==> config.mk <==
export PLATFORM = sky130hd
export DESIGN_NAME = seven_segment_scanner
export DESIGN_NICKNAME = d
export VERILOG_FILES = /design/src/rtl/seven_segment_scanner.sv
export SDC_FILE = /design/constraint.sdc
export NUM_CORES = 1
export LEC_CHECK = 0
export CAP_MARGIN = 20
export CORE_MARGIN = 4
export CORE_UTILIZATION = 35
export CTS_BUF_LIST = sky130_fd_sc_hd__clkbuf_4 sky130_fd_sc_hd__clkbuf_8 sky130_fd_sc_hd__clkbuf_16
export DETAILED_ROUTE_END_ITERATION = 16
export PLACE_DENSITY = 0.6
export SYNTH_ARGS = -nofsm -noshare
export SYNTH_HDL_FRONTEND = slang
export SYNTH_SLANG_ARGS = --single-unit
==> constraint.sdc <==
create_clock -name clk -period 4 [get_ports clk]
set_input_delay 0.8 -clock clk [delete_from_list [all_inputs] [get_ports clk]]
set_output_delay 0.8 -clock clk [all_outputs]
set_load 0.05 [all_outputs]
==> src/rtl/seven_segment_scanner.sv <==
// -----------------------------------------------------------------------------
// seven_segment_scanner
//
// Drives an N-digit BCD value onto a seven-segment display, one digit at a
// time. The segment and digit-enable outputs are both registered. New values
// arrive through a valid/ready handshake. They go into a pending register
// and are copied into the display register only at a frame boundary, or
// while the display is idle, so a frame never shows a mix of old and new
// digits.
//
// Parameters:
//   NUM_DIGITS  - number of digits scanned (1..8)
//   REFRESH_DIV - clock cycles each digit is held (>= 2)
//
// Ports:
//   clk        - system clock, rising-edge active
//   rst_n      - asynchronous active-low reset
//   enable     - 1 = scan the display, 0 = blank outputs and hold counters at 0
//   load_valid - producer offers load_data this cycle
//   load_ready - block can accept a value (no value pending)
//   load_data  - packed BCD value, digit i at [4i+3:4i], digit 0 rightmost
//   seg        - segment drive {g,f,e,d,c,b,a}, 1 = lit, registered
//   dig_en     - one-hot active-high digit select, registered
//
// Optional build macro:
//   SEVEN_SEG_LEADING_ZERO_BLANK_EN - when defined, blanks the segments of
//   leading zero digits. A digit i>0 is blanked when it and every digit above
//   it are zero. Digit 0 is always shown. dig_en keeps scanning normally.
// -----------------------------------------------------------------------------
module seven_segment_scanner #(
    parameter int NUM_DIGITS  = 4,
    parameter int REFRESH_DIV = 1000
) (
    input  logic                    clk,
    input  logic                    rst_n,
    input  logic                    enable,
    input  logic                    load_valid,
    output logic                    load_ready,
    input  logic [4*NUM_DIGITS-1:0] load_data,
    output logic [6:0]              seg,
    output logic [NUM_DIGITS-1:0]   dig_en
);

    localparam int VAL_W = 4 * NUM_DIGITS;
    localparam int PRE_W = $clog2(REFRESH_DIV);
    localparam int IDX_W = (NUM_DIGITS > 1) ? $clog2(NUM_DIGITS) : 1;
    localparam logic [PRE_W-1:0] PRE_MAX = PRE_W'(REFRESH_DIV - 1);
    localparam logic [IDX_W-1:0] IDX_MAX = IDX_W'(NUM_DIGITS - 1);

    typedef enum logic {
        IDLE = 1'b0,
        SCAN = 1'b1
    } state_t;

    state_t                 state_q, state_d;
    logic [PRE_W-1:0]       pre_q, pre_d;
    logic [IDX_W-1:0]       idx_q, idx_d;
    logic [VAL_W-1:0]       disp_q, disp_d;
    logic [VAL_W-1:0]       pend_q, pend_d;
    logic                   pend_vld_q, pend_vld_d;
    logic [6:0]             seg_q, seg_d;
    logic [NUM_DIGITS-1:0]  dig_en_q, dig_en_d;

    logic                   at_wrap;
    logic                   commit;

    // BCD to {g,f,e,d,c,b,a}. Codes 10..15 show a dash.
    function automatic logic [6:0] bcd_to_seg(input logic [3:0] code);
        logic [6:0] s;
        case (code)
            4'd0:    s = 7'h3F;
            4'd1:    s = 7'h06;
            4'd2:    s = 7'h5B;
            4'd3:    s = 7'h4F;
            4'd4:    s = 7'h66;
            4'd5:    s = 7'h6D;
            4'd6:    s = 7'h7D;
            4'd7:    s = 7'h07;
            4'd8:    s = 7'h7F;
            4'd9:    s = 7'h6F;
            default: s = 7'h40;
        endcase
        return s;
    endfunction

    function automatic logic [3:0] digit_at(input logic [VAL_W-1:0] val,
                                            input logic [IDX_W-1:0] idx);
        logic [3:0] d;
        d = 4'd0;
        for (int i = 0; i < NUM_DIGITS; i++) begin
            if (idx == IDX_W'(i)) d = val[4*i +: 4];
        end
        return d;
    endfunction

`ifdef SEVEN_SEG_LEADING_ZERO_BLANK_EN
    // Walk down from the most significant digit. The running flag stays set
    // while every digit seen so far is zero. Digit 0 is never blanked.
    function automatic logic is_leading_zero(input logic [VAL_W-1:0] val,
                                             input logic [IDX_W-1:0] idx);
        logic upper_zero;
        logic blank;
        upper_zero = 1'b1;
        blank      = 1'b0;
        for (int i = NUM_DIGITS - 1; i >= 1; i--) begin
            upper_zero = upper_zero & (val[4*i +: 4] == 4'd0);
            if (idx == IDX_W'(i)) blank = upper_zero;
        end
        return blank;
    endfunction

    function automatic logic [6:0] seg_for(input logic [VAL_W-1:0] val,
                                           input logic [IDX_W-1:0] idx);
        return is_leading_zero(val, idx) ? 7'h00 : bcd_to_seg(digit_at(val, idx));
    endfunction
`else
    function automatic logic [6:0] seg_for(input logic [VAL_W-1:0] val,
                                           input logic [IDX_W-1:0] idx);
        return bcd_to_seg(digit_at(val, idx));
    endfunction
`endif

    assign at_wrap = (pre_q == PRE_MAX);

    always_comb begin
        state_d    = state_q;
        pre_d      = pre_q;
        idx_d      = idx_q;
        disp_d     = disp_q;
        pend_d     = pend_q;
        pend_vld_d = pend_vld_q;
        commit     = 1'b0;

        case (state_q)
            IDLE: begin
                // Idle always commits, so a value loaded while blanked is
                // ready when scanning starts.
                pre_d  = '0;
                idx_d  = '0;
                commit = 1'b1;
                if (enable) state_d = SCAN;
            end
            SCAN: begin
                if (!enable) begin
                    state_d = IDLE;
                    pre_d   = '0;
                    idx_d   = '0;
                    commit  = 1'b1;
                end else if (at_wrap) begin
                    pre_d  = '0;
                    idx_d  = (idx_q == IDX_MAX) ? '0 : idx_q + 1'b1;
                    commit = (idx_q == IDX_MAX);
                end else begin
                    pre_d = pre_q + 1'b1;
                end
            end
            default: begin
                state_d = IDLE;
                pre_d   = '0;
                idx_d   = '0;
            end
        endcase

        // A commit needs a pending value and a transfer needs an empty
        // pending slot, so both can never happen on the same edge. A value
        // accepted on a boundary therefore waits for the next boundary.
        if (commit && pend_vld_q) begin
            disp_d     = pend_q;
            pend_vld_d = 1'b0;
        end else if (load_valid && !pend_vld_q) begin
            pend_d     = load_data;
            pend_vld_d = 1'b1;
        end

        // Outputs are registered from the next-state index and display, so
        // they line up with the counters on the following cycle.
        seg_d    = '0;
        dig_en_d = '0;
        if (state_d == SCAN) begin
            seg_d = seg_for(disp_d, idx_d);
            for (int i = 0; i < NUM_DIGITS; i++) begin
                dig_en_d[i] = (idx_d == IDX_W'(i));
            end
        end
    end

    always_ff @(posedge clk or negedge rst_n) begin
        if (!rst_n) begin
            state_q    <= IDLE;
            pre_q      <= '0;
            idx_q      <= '0;
            disp_q     <= '0;
            pend_q     <= '0;
            pend_vld_q <= 1'b0;
            seg_q      <= '0;
            dig_en_q   <= '0;
        end else begin
            state_q    <= state_d;
            pre_q      <= pre_d;
            idx_q      <= idx_d;
            disp_q     <= disp_d;
            pend_q     <= pend_d;
            pend_vld_q <= pend_vld_d;
            seg_q      <= seg_d;
            dig_en_q   <= dig_en_d;
        end
    end

    assign load_ready = ~pend_vld_q;
    assign seg        = seg_q;
    assign dig_en     = dig_en_q;

endmodule

* Word-level counts from Yosys, hierarchy flattened
Memories as Yosys holds them, arrays and structs flattened.
Index checks and enable logic that the tools add are counted.
** Operators by class
- Equal/unequal tests :: 5
- Bitwise gates (word level) :: 3
- Add/subtract/negate cells :: 2
- Mux-type cells :: 21
- Reductions and logical operators :: 6
** Operators with widths (number)
- $mux W4 :: 6
- $mux W10 :: 2
- $pmux W10 S2 :: 1
- $mux W16 :: 1
- $add A10 B1 Y10 const B :: 1
- $eq A10 B10 Y1 const B :: 1
- $mux W7 :: 1
- $eq A2 B2 Y1 const B :: 3
- $mux W2 :: 3
- $mux W1 :: 5
- $pmux W2 S2 :: 1
- $not A1 Y1 :: 3
- $add A2 B1 Y2 const B :: 1
- $eq A2 B1 Y1 const B :: 1
- $logic_and A1 B1 Y1 :: 2
- $logic_not A2 Y1 :: 1
- $pmux W1 S2 :: 1
- $reduce_and A2 Y1 :: 1
- $reduce_bool A2 Y1 :: 1
- $logic_not A1 Y1 :: 1
** Word-level totals
- Memories :: 1
- Word-level logic and storage cells :: 46
- ROM bits :: 112
- Output and inout bits :: 12
- Register bits :: 57
- Input port bits :: 20
** Memory list
- (name not given) :: depth 16, width 7, read ports 1, clocked after Yosys merged registers in 0, write ports 0, line 70 : case (code)

* Depth between registers and ports, before layout
An unclocked memory read counts as a cell.
- Depth in word-level cells :: 13
- Gate-level depth with buffers :: 11
- Mapped depth without buffers :: 10

* Least setup slack after synthesis
No wires, ideal clock.
- Path type :: input -> register
- From :: in enable
- To :: reg seg_q[5] (netlist: seg[5])
- Slack :: 0.800 ns
- Data arrival time :: 3.104 ns
- Buffers on the path :: 2
- Required time :: 3.904 ns
- Setup time :: 0.096 ns
- Stages :: 11
- Path through :: clkbuf_1 > a21oi_1 > a31oi_4 > buf_6 > mux2_4 > mux2_4 > mux2i_4 > inv_2 > ha_1 > o21a_1 > a311oi_2
** Between the ends
- Elaborated cells on any way between the ends :: 18
- Those cells by class :: 3 x eq/ne; 12 x mux; 2 x reduce/logical; 1 x memory
** RTL lines
- start, declared :: line 36 : input logic enable,
- $mux W1 :: line 144 : if (!enable) begin
- $pmux W1 S2 :: line 134 : case (state_q)
- $logic_and A1 B1 Y1 :: line 167 : if (commit && pend_vld_q) begin
- $mux W16 :: line 167
- net disp_d[5] :: line 58 : logic [VAL_W-1:0] disp_q, disp_d;
- $mux W4 (3 in a row) :: line 91 : if (idx == IDX_W'(i)) d = val[4*i +: 4];
- $mux W4 :: line 179 : if (state_d == SCAN) begin
- $mem_v2 Z16 W7
- $mux W7 :: line 179
- net seg_d[5] :: line 61 : logic [6:0] seg_q, seg_d;
- end signal, assigned :: line 204 : seg_q <= seg_d;
- end, declared :: line 61
The timed path passes the listed nets, and every way through them passes these cells. The select of a mux whose other input is x is not followed.
A chain may end at the register's enable or synchronous reset.

* Worst setup path in the final report
- From :: reg pre_q[0]
- To :: reg seg_q[5] (netlist: seg[5])
** Between the ends
- Elaborated cells on any way between the ends :: 20
- Those cells by class :: 4 x eq/ne; 13 x mux; 2 x reduce/logical; 1 x memory
** RTL lines
- start, declared :: line 56 : logic [PRE_W-1:0] pre_q, pre_d;
- start signal, assigned :: line 199 : pre_q <= pre_d;
- $eq A10 B10 Y1 :: line 123 : assign at_wrap = (pre_q == PRE_MAX);
- $mux W1 :: line 149 : end else if (at_wrap) begin
- $mux W1 :: line 144
- $pmux W1 S2 :: line 134
- $logic_and A1 B1 Y1 :: line 167
- $mux W16 :: line 167
- net disp_d[5] :: line 58
- $mux W4 (3 in a row) :: line 91
- $mux W4 :: line 179
- $mem_v2 Z16 W7
- $mux W7 :: line 179
- net seg_d[5] :: line 61
The timed path passes the listed nets, and every way through them passes these cells. The select of a mux whose other input is x is not followed.

==> impl_metrics.env <==
export IMPL_peakVddDrop_uv=250
export IMPL_netlist_area_leader_share_pct=55.1
export IMPL_ant_nets=0
export IMPL_final_cell_mix="57 x dfrtp_1, 39 x mux2_2, 30 x clkdlybuf4s50_1"
export IMPL_power_total_w=0.00189
export IMPL_numCtsBuffers=9
export IMPL_fp_dieW_um=94.0
export IMPL_cp_startpoint="pre_q[0]$_DFF_PN0_"
export IMPL_drtPass1Iterations=4
export IMPL_cts_root_buf="clkbuf_8"
export IMPL_seqCellArea_sq_um=1430
export IMPL_drive_gt1_share_pct=31.9
export IMPL_cts_path_max_buffers=2
export IMPL_yosysSeqAreaShare_pct=55.1
export IMPL_wl_per_cell_um=14.2
export IMPL_start_util_pct=35.9
export IMPL_n_antenna_cell=0
export IMPL_synth_ff_type="dfrtp_1"
export IMPL_nets=260
export IMPL_io_pins=32
export IMPL_synth_top_area_cell="dfrtp_1"
export IMPL_drv_cap=0
export IMPL_grt_setup_unrepaired="no"
export IMPL_drt_iter0_drc=76
export IMPL_timing_fmax_ghz=0.305
export IMPL_finalSetupViolCount=0
export IMPL_crit_fanout=11
export IMPL_dieArea_sq_um=8840
export IMPL_grt_max_degree=33
export IMPL_drc_errors=0
export IMPL_hold_ws_ns=0.489
export IMPL_worstSkewPairLatency_ns=0.33
export IMPL_layout_commonest_cell="dfrtp_1"
export IMPL_r2r_cells=11
export IMPL_yosysWarningCount=0
export IMPL_synthToLayoutAreaGrowth_pct=26.3
export IMPL_ys_ff_latch=57
export IMPL_cts_clk_slew_worst_paths_ns=0.07
export IMPL_antenna_found_initial=0
export IMPL_cts_tree="yes"
export IMPL_dpl_cell_count=321
export IMPL_multiInputGateArea_sq_um=1110
export IMPL_io_buffers=31
export IMPL_synthArstFlopShare_pct=100
export IMPL_crit_path_start_kind="flop"
export IMPL_leakagePower_nw=1.40
export IMPL_num_rows=31
export IMPL_numClockSinks=57
export IMPL_synth_top_cells_by_area="dfrtp_1 55%, mux2_2 17%, ha_1 3.4%"
export IMPL_ctsResizeCount=0
export IMPL_avgSynthCellArea_sq_um=13.5
export IMPL_grt_first_pass_wirelength_um=8180
export IMPL_cp_required_ns=4.24
export IMPL_hp_class="reg -> reg"
export IMPL_globalRouteOverflowTotal=0
export IMPL_ys_types=36
export IMPL_routabilityCongestion=0.789
export IMPL_ff2ff_setup_slack_ns=0.72
export IMPL_drt_total_wl_um=4800
export IMPL_vias=1575
export IMPL_synth_edff_count=0
export IMPL_critPathArrivalTime_ns=3.52
export IMPL_setup_tns_ns=0
export IMPL_end_kind="flop"
export IMPL_hold_buffers=0
export IMPL_crit_path_end="seg[5]$_DFF_PN0_"
export IMPL_status="finished, final reports clean"
export IMPL_period_share_pct=82.0
export IMPL_nFillCells=670
export IMPL_grt_use_total_pct=12.2
export IMPL_hpwl_um=3430
export IMPL_period_needed_ns=3.28
export IMPL_power_density_nw_per_um2=579
export IMPL_grt_pass1_vias=1603
export IMPL_hold_viol=0
export IMPL_drv_slew=0
export IMPL_coreArea_sq_um=7210
export IMPL_stdcell_count=337
export IMPL_h_tree_depth=3
export IMPL_relSlewSlack_pct=52.2
export IMPL_vias_per_cell=4.67
export IMPL_netlist_instances=192
export IMPL_reg2reg_from="pre_q[0]$_DFF_PN0_"
export IMPL_tightest_slew_ns=0.717
export IMPL_syn_nets=219
export IMPL_fin_skew_ns=0.00970
export IMPL_die_h_um=94.0
export IMPL_cts_setup_buffers=0
export IMPL_rr_endpoint="seg[5]$_DFF_PN0_"
export IMPL_synth_area_sq_um=2590
export IMPL_critical_path_class="reg -> reg"
export IMPL_post_route_util_pct=45.3
[state kept, by name (all words and copies together) (netlist names)]
| signal | flops |
|---|---|
| pend_q | 16 |
| pend_vld_q | 1 |
| idx_q | 2 |
| state_q | 1 |
| seg | 7 |
| disp_q | 16 |
| pre_q | 10 |
| dig_en | 4 |
[logic make-up after synthesis]
family	Yosys count	synth area share, %
muxes	50	22.8
xor gates and xnor gates	7	2.37
and+or+nand+nor	42	9.03
AOI/OAI and AO/OA	17	5.31
DFF	57	55.1
buffers and inverters	12	2.03
adders and majority gates	7	3.38
[metrics by stage]
step	setup slack, ns	area [sq um]
2_1_floorplan	0.800	2590
3_3_place_gp	0.423	3020
3_5_place_dp	0.383	3020
4_1_cts	0.729	3270
5_1_grt	0.538	3270
6_report	0.718	3270
[layer usage]
metal | global-route usage (%) | part of all wire, % | up-vias | wire, um
met5 | 0 | 0 | - | 0
met4 | 6.86 | 1.5 | 0 | 73
met3 | 2.64 | 2.8 | 6 | 136
met2 | 17.3 | 47 | 22 | 2260
met1 | 17.2 | 49 | 792 | 2330
li1 | - | - | 755 | -
[power breakdown]
group / internal, W / switching [W]
clock network: 0.000437 / 0.000222
logic: 0.000234 / 0.000271
registers: 0.000688 / 0.0000420
total: 0.00136 / 0.000535
[synth_stat cells, types with 2 or more instances]
master    instances
mux2_4            5
ha_1              7
dfrtp_1          57
a21oi_1           7
mux2i_1           4
nand3_1           6
clkbuf_1          3
xor2_1            5
inv_1             6
nor3_1            3
xnor2_1           2
nand4_1           2
nor2_1           14
o21a_1            2
mux2_2           39
nand2_1          10
[worst min-delay path by stage]
stage	from	end	slack, ns	cells past startpoint
CTS	disp_q[7]$_DFF_PN0_	disp_q[7]$_DFF_PN0_	0.49	1
global route	disp_q[0]$_DFF_PN0_	disp_q[0]$_DFF_PN0_	0.52	1
floorplan	disp_q[10]$_DFF_PN0_	disp_q[10]$_DFF_PN0_	0.47	1
detailed placement	disp_q[7]$_DFF_PN0_	disp_q[7]$_DFF_PN0_	0.48	1
global placement	disp_q[7]$_DFF_PN0_	disp_q[7]$_DFF_PN0_	0.48	1
finish	disp_q[7]$_DFF_PN0_	disp_q[7]$_DFF_PN0_	0.49	1
[cell type report]
cell class                 count  area share (%)
sequential                    57            43.6
multi-input combinational    123            34.0
clock buffer                  11            4.44
inverter                       7           0.803
clock inverter                 5            3.14
timing repair buffer          35            10.3
tap                           99            3.79
[critical path, stage by stage (launching register included)]
cell      delay, ns
dfrtp_1        0.44
ha_1           0.31
nor4b_4        0.45
a31oi_4        0.20
buf_4          0.23
mux2_4         0.31
mux2_4         0.28
mux2i_4        0.26
inv_2          0.09
ha_1           0.20
o21a_1         0.19
a311oi_2       0.22
Power figures use the tool's default switching activity.
